<file path="config.mk">
export PLATFORM = sky130hd
export DESIGN_NAME = bus_master_flat
export DESIGN_NICKNAME = d
export VERILOG_FILES = /design/src/rtl/bus_master_if.sv /design/src/rtl/bus_master.sv /design/src/flat_wrapper.sv
export SDC_FILE = /design/constraint.sdc
export NUM_CORES = 1
export LEC_CHECK = 0
export ABC_AREA = 1
export BUFFER_PORTS_ARGS = -buffer_cell sky130_fd_sc_hd__buf_2
export CELL_PAD_IN_SITES_DETAIL_PLACEMENT = 1
export CELL_PAD_IN_SITES_GLOBAL_PLACEMENT = 1
export CORE_AREA = 2 2 116 140
export DETAILED_ROUTE_END_ITERATION = 10
export DIE_AREA = 0 0 118 142
export PLACE_DENSITY = 0.84
export SLEW_MARGIN = 20
export SYNTH_ARGS = -nofsm -noshare
export SYNTH_HDL_FRONTEND = slang
export SYNTH_SLANG_ARGS = --single-unit
</file>
<file path="constraint.sdc">
create_clock -name clk -period 4.1 [get_ports clk]
set_input_delay 0.205 -clock clk [delete_from_list [all_inputs] [get_ports clk]]
set_output_delay 0.205 -clock clk [all_outputs]
set_load 0.02 [all_outputs]
</file>
<file path="src/rtl/bus_master_if.sv">
// Downstream master port toward the bus decoder: one-hot slave select with
// address/data/write-enable out, acknowledge and read data back.
interface bus_master_if;
   logic [31:0] m_addr_o;
   logic [31:0] m_data_o;
   logic        m_we_o;
   logic [15:0] m_select_o;
   logic [31:0] m_data_i;
   logic        m_ack_i;

   modport master (
      output m_addr_o, m_data_o, m_we_o, m_select_o,
      input  m_data_i, m_ack_i
   );

   modport slave (
      input  m_addr_o, m_data_o, m_we_o, m_select_o,
      output m_data_i, m_ack_i
   );
endinterface

</file>
<file path="src/rtl/bus_master.sv">
// Single-outstanding CPU-to-bus bridge: decodes the slave from addr[31:28],
// runs one select/ack transfer with a WAIT timeout, and reports done or error.
//
// state | meaning
// IDLE  | no transfer; a request is sampled here
// ISSUE | first select cycle, decoder latches select, ack ignored
// WAIT  | select held, waiting for ack or timeout
// RESP  | one-cycle completion pulse
// ERR   | one-cycle error pulse (unmapped slave or timeout)
module bus_master #(
   parameter int TIMEOUT = 64
) (
   input  logic        clk,
   input  logic        rst,
   input  logic        cpu_req_i,
   input  logic [31:0] cpu_addr_i,
   input  logic        cpu_we_i,
   input  logic [31:0] cpu_data_i,
   output logic [31:0] cpu_data_o,
   output logic        cpu_stall_o,
   output logic        cpu_done_o,
   output logic        cpu_err_o,
   bus_master_if.master m
);

   typedef enum logic [2:0] {
      IDLE,
      ISSUE,
      WAIT,
      RESP,
      ERR
   } state_t;

   // The counter holds the number of WAIT cycles already completed, so the
   // last permitted WAIT cycle is the one that sees TIMEOUT-1.
   localparam logic [7:0] WAIT_LAST = 8'(TIMEOUT - 1);

   state_t      state_q;
   state_t      state_d;
   logic [31:0] addr_q;
   logic [31:0] wdata_q;
   logic [31:0] rdata_q;
   logic        we_q;
   logic [15:0] sel_q;
   logic [15:0] sel_dec;
   logic [7:0]  cnt_q;
   logic        mapped;
   logic        launch;
   logic        on_bus;
   logic        timeout_hit;

   always_comb begin
      sel_dec = '0;
      sel_dec[cpu_addr_i[31:28]] = 1'b1;
   end

   assign mapped      = ~cpu_addr_i[31];
   assign launch      = (state_q == IDLE) && cpu_req_i && mapped;
   assign on_bus      = (state_q == ISSUE) || (state_q == WAIT);
   assign timeout_hit = (cnt_q == WAIT_LAST);

   always_ff @(posedge clk or negedge rst) begin
      if (!rst) begin
         state_q <= IDLE;
         addr_q  <= '0;
         wdata_q <= '0;
         we_q    <= 1'b0;
         sel_q   <= '0;
         cnt_q   <= '0;
         rdata_q <= '0;
      end else begin
         state_q <= state_d;
         if (launch) begin
            addr_q  <= cpu_addr_i;
            wdata_q <= cpu_data_i;
            we_q    <= cpu_we_i;
            sel_q   <= sel_dec;
            cnt_q   <= '0;
         end else if (state_q == WAIT) begin
            cnt_q <= cnt_q + 8'd1;
         end
         if ((state_q == WAIT) && m.m_ack_i) begin
            if (!we_q) begin
               rdata_q <= m.m_data_i;
            end
         end else if (state_d == ERR) begin
            rdata_q <= '0;
         end
      end
   end

   always_comb begin
      state_d     = state_q;
      cpu_done_o  = 1'b0;
      cpu_err_o   = 1'b0;
      cpu_stall_o = 1'b0;
      unique case (state_q)
         IDLE: begin
            cpu_stall_o = cpu_req_i;
            if (cpu_req_i) begin
               state_d = mapped ? ISSUE : ERR;
            end
         end
         ISSUE: begin
            cpu_stall_o = 1'b1;
            state_d     = WAIT;
         end
         WAIT: begin
            cpu_stall_o = 1'b1;
            if (m.m_ack_i) begin
               state_d = RESP;
            end else if (timeout_hit) begin
               state_d = ERR;
            end
         end
         RESP: begin
            cpu_done_o = 1'b1;
            state_d    = IDLE;
         end
         ERR: begin
            cpu_err_o = 1'b1;
            state_d   = IDLE;
         end
         default: begin
            state_d = IDLE;
         end
      endcase
   end

   // Bus outputs are gated by state so they drop to zero the instant the
   // transfer ends or an asynchronous reset hits.
   assign m.m_addr_o   = on_bus ? addr_q  : '0;
   assign m.m_data_o   = on_bus ? wdata_q : '0;
   assign m.m_we_o     = on_bus & we_q;
   assign m.m_select_o = on_bus ? sel_q   : '0;
   assign cpu_data_o   = rdata_q;

endmodule

</file>
<file path="src/flat_wrapper.sv">
// flat-port wrapper written by rule: the top's interface ports become plain ports
module bus_master_flat 
#(
   parameter int TIMEOUT = 64
)
  (clk, rst, cpu_req_i, cpu_addr_i, cpu_we_i, cpu_data_i, cpu_data_o, cpu_stall_o, cpu_done_o, cpu_err_o, m_m_addr_o, m_m_data_o, m_m_we_o, m_m_select_o, m_m_data_i, m_m_ack_i);
  bus_master_if m_i ();
  input  logic clk;
  input  logic rst;
  input  logic cpu_req_i;
  input  logic [31:0] cpu_addr_i;
  input  logic cpu_we_i;
  input  logic [31:0] cpu_data_i;
  output logic [31:0] cpu_data_o;
  output logic cpu_stall_o;
  output logic cpu_done_o;
  output logic cpu_err_o;
  output wire logic [$bits(m_i.m_addr_o)-1:0] m_m_addr_o;
  output wire logic [$bits(m_i.m_data_o)-1:0] m_m_data_o;
  output wire logic [$bits(m_i.m_we_o)-1:0] m_m_we_o;
  output wire logic [$bits(m_i.m_select_o)-1:0] m_m_select_o;
  input wire logic [$bits(m_i.m_data_i)-1:0] m_m_data_i;
  input wire logic [$bits(m_i.m_ack_i)-1:0] m_m_ack_i;
  assign m_m_addr_o = m_i.m_addr_o;
  assign m_m_data_o = m_i.m_data_o;
  assign m_m_we_o = m_i.m_we_o;
  assign m_m_select_o = m_i.m_select_o;
  assign m_i.m_data_i = m_m_data_i;
  assign m_i.m_ack_i = m_m_ack_i;
  bus_master #(.TIMEOUT(TIMEOUT)) u_core (.clk(clk), .rst(rst), .cpu_req_i(cpu_req_i), .cpu_addr_i(cpu_addr_i), .cpu_we_i(cpu_we_i), .cpu_data_i(cpu_data_i), .cpu_data_o(cpu_data_o), .cpu_stall_o(cpu_stall_o), .cpu_done_o(cpu_done_o), .cpu_err_o(cpu_err_o), .m(m_i));
endmodule
</file>
Word level (Yosys, flattened, before mapping)
Cells that the tools add are included.
{"block": "classes", "addsub": 1, "order_cmp": 2, "n_eq_ne": 7, "muxes": 18, "bitwise_logic": 2, "reduce_logical": 10}
{"cell": "$mux 32", "n": 5}
{"cell": "$mux 16", "n": 1}
{"cell": "$mux 8", "n": 2}
{"cell": "$mux 3", "n": 4}
{"cell": "$pmux 3 s3", "n": 1}
{"cell": "$add 8x1->8 const B", "n": 1}
{"cell": "$eq 8x6->1 const B", "n": 1}
{"cell": "$eq 3x2->1 const B", "n": 2}
{"cell": "$eq 3x3->1 const B", "n": 2}
{"cell": "$lt 4x5->1 const B", "n": 1}
{"cell": "$demux 1 s4", "n": 1}
{"cell": "$ge 4x1->1 const B", "n": 1}
{"cell": "$logic_and 1x1->1", "n": 4}
{"cell": "$reduce_bool 2->1", "n": 2}
{"cell": "$eq 3x1->1 const B", "n": 1}
{"cell": "$logic_not 3->1", "n": 1}
{"cell": "$mux 1", "n": 3}
{"cell": "$ne 2x2->1 const B", "n": 1}
{"cell": "$pmux 1 s2", "n": 1}
{"cell": "$reduce_and 2->1", "n": 1}
{"cell": "$reduce_or 2->1", "n": 1}
{"cell": "$and 1x1->1", "n": 1}
{"cell": "$logic_or 1x1->1", "n": 1}
{"cell": "$not 1->1", "n": 1}
{"block": "totals", "regBits": 124, "elab_cells": 47}

Logic depth before layout (Yosys ltp)
{"block": "logic_depth", "ltp_word": 7, "depth_mapped": 8, "ltp_nobuf": 7}

Worst setup path before layout
No wires, ideal clock.
{"block": "synth_timing", "path_type": "reg-to-output", "from": "register u_core.state_q[0]", "to": "output m_m_addr_o[22]", "arrival_ns": 1.349, "required_time_ns": 3.895, "setup_slack_ns": 2.546, "path_stages_with_launch": 8, "n_path_buf": 2, "cell_sequence": "dfrtp_1 > inv_2 > nand3_4 > nand2_1 > inv_2 > buf_2 > buf_2 > nor2_1"}
{"block": "synth_via", "elab_chain_len": 3}
{"element": "from (decl)", "line": "bus_master.sv:38", "source": "state_t state_q;"}
{"element": "from (signal assigned)", "line": "bus_master.sv:72", "source": "state_q <= state_d;"}
{"element": "$eq 3x1->1 or $eq 3x2->1 (tied branches)", "line": "bus_master.sv:59", "source": "assign on_bus = (state_q == ISSUE) || (state_q == WAIT);"}
{"element": "$logic_or 1x1->1 (*)", "line": "bus_master.sv:59"}
{"element": "$mux 32 (*)", "line": "bus_master.sv:132", "source": "assign m.m_addr_o = on_bus ? addr_q : '0;"}
{"element": "to (decl)", "line": "flat_wrapper.sv:18", "source": "output wire logic [$bits(m_i.m_addr_o)-1:0] m_m_addr_o;"}
Mark *: on every way between the ends. The rest lies on a longest branch, timed or not.

Worst setup path in the final report
{"block": "layout_timing", "from": "register u_core.state_q[2]", "to": "register u_core.sel_q[4]"}
{"block": "layout_via", "elab_chain_len": 3}
{"element": "$logic_not 3->1", "line": "bus_master.sv:58", "source": "assign launch = (state_q == IDLE) && cpu_req_i && mapped;"}
{"element": "$logic_and 1x1->1 (2 in series)", "line": "bus_master.sv:58"}
{"element": "to (signal assigned)", "line": "bus_master.sv:77", "source": "sel_q <= sel_dec;"}
{"element": "to (decl)", "line": "bus_master.sv:44", "source": "logic [15:0] sel_q;"}
Every way passes these cells.
A chain may end at the register's enable or synchronous reset.

==> run_results.csv <==
group,metric,value,unit
placement,place_ws,1.56,ns
placement,portBuffers,216,
grt,grt_pass1_vias,5743,
setup_path,critical_path_buf_inv_count,1,
final_layout,nets,1043,
detailed_routing,detail_route.wl_per_cell,15.0,um
final_layout,syn2layout_area_growth,32.2,%
grt,grt_pass1_wl,28800,um
yosys,syn_inst,727,
clock_tree,clk_path_buf_depth,2,
final_layout,final_cell_area,0.00760,mm^2
run_status,outcome,"completed",
pwr,max-vdd-ir-drop,0.293,mV
detailed_routing,drc_errors,0,
sta,fin_tns_setup,0,ns
worst_hold_path,hold_class,"input port to flip-flop",
detailed_routing,wirelength,17400,um
yosys,syn-mean-instance-area,7.91,um^2
clock_tree,post-cts-setup-buffer-count,0,
floorplan,die_y,142,um
pwr,p_int,0.00320,W
grt,grt_max_degree,123,
setup_path,path_cells,"nor2_2 -> nand3b_2 -> inv_4 -> nand2_1 -> o22ai_1",
detailed_routing,vias,5395,
final_layout,layout_commonest_cell,"buf_2",
setup_path,cp-end-kind,"flip-flop",
sta,setup_viol,0,
setup_path,worst_path_max_delay_cell,"inv_4",
sta,setup_ws,1.60,ns
pwr,p_leak,4.41,nW
sta,hold_violations,0,
clock_tree,tritoncts,"yes",
sta,rsz0062_at_grt,"no",
placement,gp_congestion,0.776,
pwr,switchingPower,0.00231,W
sta,fmax,399,MHz
yosys,yosys_warnings,0,
yosys,syn-num-nets,829,
yosys,syn_area,0.00575,mm^2
sta,max_slew_margin,40.6,%
floorplan,die_w,118,um
placement,hpwl,11900,um
sta,finalMaxSlewViolations,0,
clock_tree,cts.clk_slew.worst_paths,0.06,ns
pwr,powerDensity,726,mW/mm^2
sta,period_share,61.1,%
floorplan,dieArea,0.0168,mm^2
setup_path,crit_family,"simple AND/OR/NAND/NOR gates",
grt,grt-ovfl-total,0,
clock_tree,cts_sinks,124,
clock_tree,clock_latency,0.41,ns
floorplan,core,0.0155,mm^2
final_layout,final_util,49.2,%
pwr,clockPowerShare,24.8,%
yosys,synth-seq-cells,124,
setup_path,cp_max_fo,85,
setup_path,critPathRequiredTime,4.41,ns
pwr,swShare,41.9,%
setup_path,worstSetupStartpointType,"flip-flop",
pwr,p_seq_share,33.8,%
clock_tree,ctsHoldBuffers,15,
grt,track_usage,21.5,%
final_layout,drive_gt1_share,27.7,%
clock_tree,cts-buffers-inserted,17,
floorplan,start_util,37.2,%
sta,worst_slew_pin_slew,0.892,ns
sta,fin_skew,0.0129,ns
final_layout,final_cell_mix,"buf_2, nand2_1, inv_1, dfrtp_1, nor2_1",
detailed_routing,ant_nets,0,
sta,min_period,2.50,ns
floorplan,ios,217,
grt,antenna_found_initial,3,
detailed_routing,viasPerCell,4.64,
floorplan,rows,50,
clock_tree,htreeDepth,4,
detailed_routing,drt_iter0_drc,230,
flow_run,max_cap_violations,0,
yosys,synth_seq_area_share,54.0,%
setup_path,crit_type,"flip-flop to flip-flop",
placement,placedInstanceArea,0.00691,mm^2
setup_path,critical_path.max_stage_delay,0.76,ns
pwr,pwr-share-comb,41.4,%
clock_tree,ctsResizeCount,0,
detailed_routing,first_pass_iters,4,
yosys,synth_cell_types,28,
clock_tree,root_buffer,"clkbuf_16",
setup_path,crit_arrival,2.82,ns
==> cell type report <==
class                      count  area (um^2)
antenna                        2         5.00
clock buffer                  24          502
clock inverter                 6         37.5
fill                        1975         7850
inverter                     142          536
multi-input combinational    421         1870
sequential                   124         3100
tap                          208          260
timing repair buffer         235         1290
==> through the flow <==
stage / std cells / hold slack (ns) / power, W
after floorplan: 727 / -0.0906 / 0.00340
after global placement: 1115 / 0.00270 / 0.00407
after detailed placement: 1115 / 0.00302 / 0.00417
after CTS: 1160 / 0.00245 / 0.00558
after global routing: 1160 / 0.0129 / 0.00591
final: 1162 / 0.0152 / 0.00552
==> worst register-to-register path, stage by stage, from the launching register on <==
cell and delay, ns:
dfrtp_1 0.43, nor2_2 0.20, nand3b_2 0.41, inv_4 0.77, nand2_1 0.39, o22ai_1 0.20
==> cell usage after synthesis <==
cell | number | area [um^2]
o22ai_1 | 8 | 50.1
buf_1 | 1 | 3.75
buf_4 | 3 | 22.5
nor2_2 | 4 | 25.0
nand3_4 | 1 | 17.5
ha_1 | 1 | 12.5
a21oi_1 | 1 | 5.00
inv_1 | 137 | 514
nand3b_2 | 1 | 11.3
nand3b_1 | 1 | 7.51
nand4_4 | 1 | 21.3
dfrtp_1 | 124 | 3100
xor2_1 | 1 | 8.76
inv_2 | 5 | 18.8
nand2_2 | 1 | 6.26
o21ai_1 | 50 | 250
nor3_1 | 3 | 15.0
clkbuf_1 | 5 | 18.8
buf_6 | 7 | 78.8
nor2_4 | 1 | 11.3
o21ai_0 | 17 | 85.1
nand2_1 | 166 | 623
nand4_1 | 32 | 200
buf_2 | 24 | 120
nor2_1 | 122 | 458
nand3_2 | 2 | 20.0
a31oi_1 | 1 | 6.26
nand3_1 | 7 | 35.0
==> power groups by stage <==
| stage | clock, W | combinational, W | sequential (W) |
|---|---|---|---|
| after CTS | 0.00140 | 0.00232 | 0.00186 |
| after detailed placement | 0 | 0.00229 | 0.00188 |
| after floorplan | 0 | 0.00144 | 0.00196 |
| final | 0.00137 | 0.00228 | 0.00186 |
| after global placement | 0 | 0.00222 | 0.00185 |
| after global routing | 0.00146 | 0.00254 | 0.00191 |
==> metal layers <==
metal / track usage (%) / up-vias / share of wire, % / routed length, um
li1: - / 2623 / - / -
met1: 25.7 / 2564 / 42 / 7220
met2: 36.6 / 184 / 49 / 8520
met3: 7.85 / 22 / 8.0 / 1390
met4: 5.90 / 2 / 1.4 / 235
met5: 0 / - / 0.075 / 13
==> path summary, 6_finish.rpt <==
kind / cells after the start / start / to / slack, ns
setup / recovery: 5 / u_core.state_q[2] / u_core.sel_q[4] / 1.60
hold / removal: 3 / cpu_addr_i[23] / u_core.addr_q[23] / 0.02
setup reg to reg: 5 / u_core.state_q[2] / u_core.sel_q[4] / 1.60
hold reg to reg: 2 / u_core.sel_q[9] / u_core.sel_q[9] / 0.47
max in group asynchronous: 3 / rst / u_core.cpu_data_o[16] / 3.11
min in group asynchronous: 2 / rst / u_core.addr_q[13] / 0.14
==> cell families (layout without fill, tap and decap cells) <==
| kind of cell | Yosys count | count (layout) | synth area share [%] |
|---|---|---|---|
| AOI/OAI and AO/OA | 77 | 77 | 6.90 |
| adders and majority gates | 1 | 1 | 0.218 |
| buffers and inverters | 182 | 407 | 13.5 |
| other | 0 | 2 | 0 |
| and+or+nand+nor | 342 | 342 | 25.2 |
| DFF | 124 | 124 | 54.0 |
| xor gates and xnor gates | 1 | 1 | 0.152 |
==> state kept, by name (all words and copies together) (netlist names) <==
register	cells
u_core.addr_q	32
u_core.sel_q	16
u_core.state_q	3
u_core.wdata_q	32
u_core.cpu_data_o	32
u_core.we_q	1
u_core.cnt_q	8
Note: power is estimated with default switching activity, not from simulation.
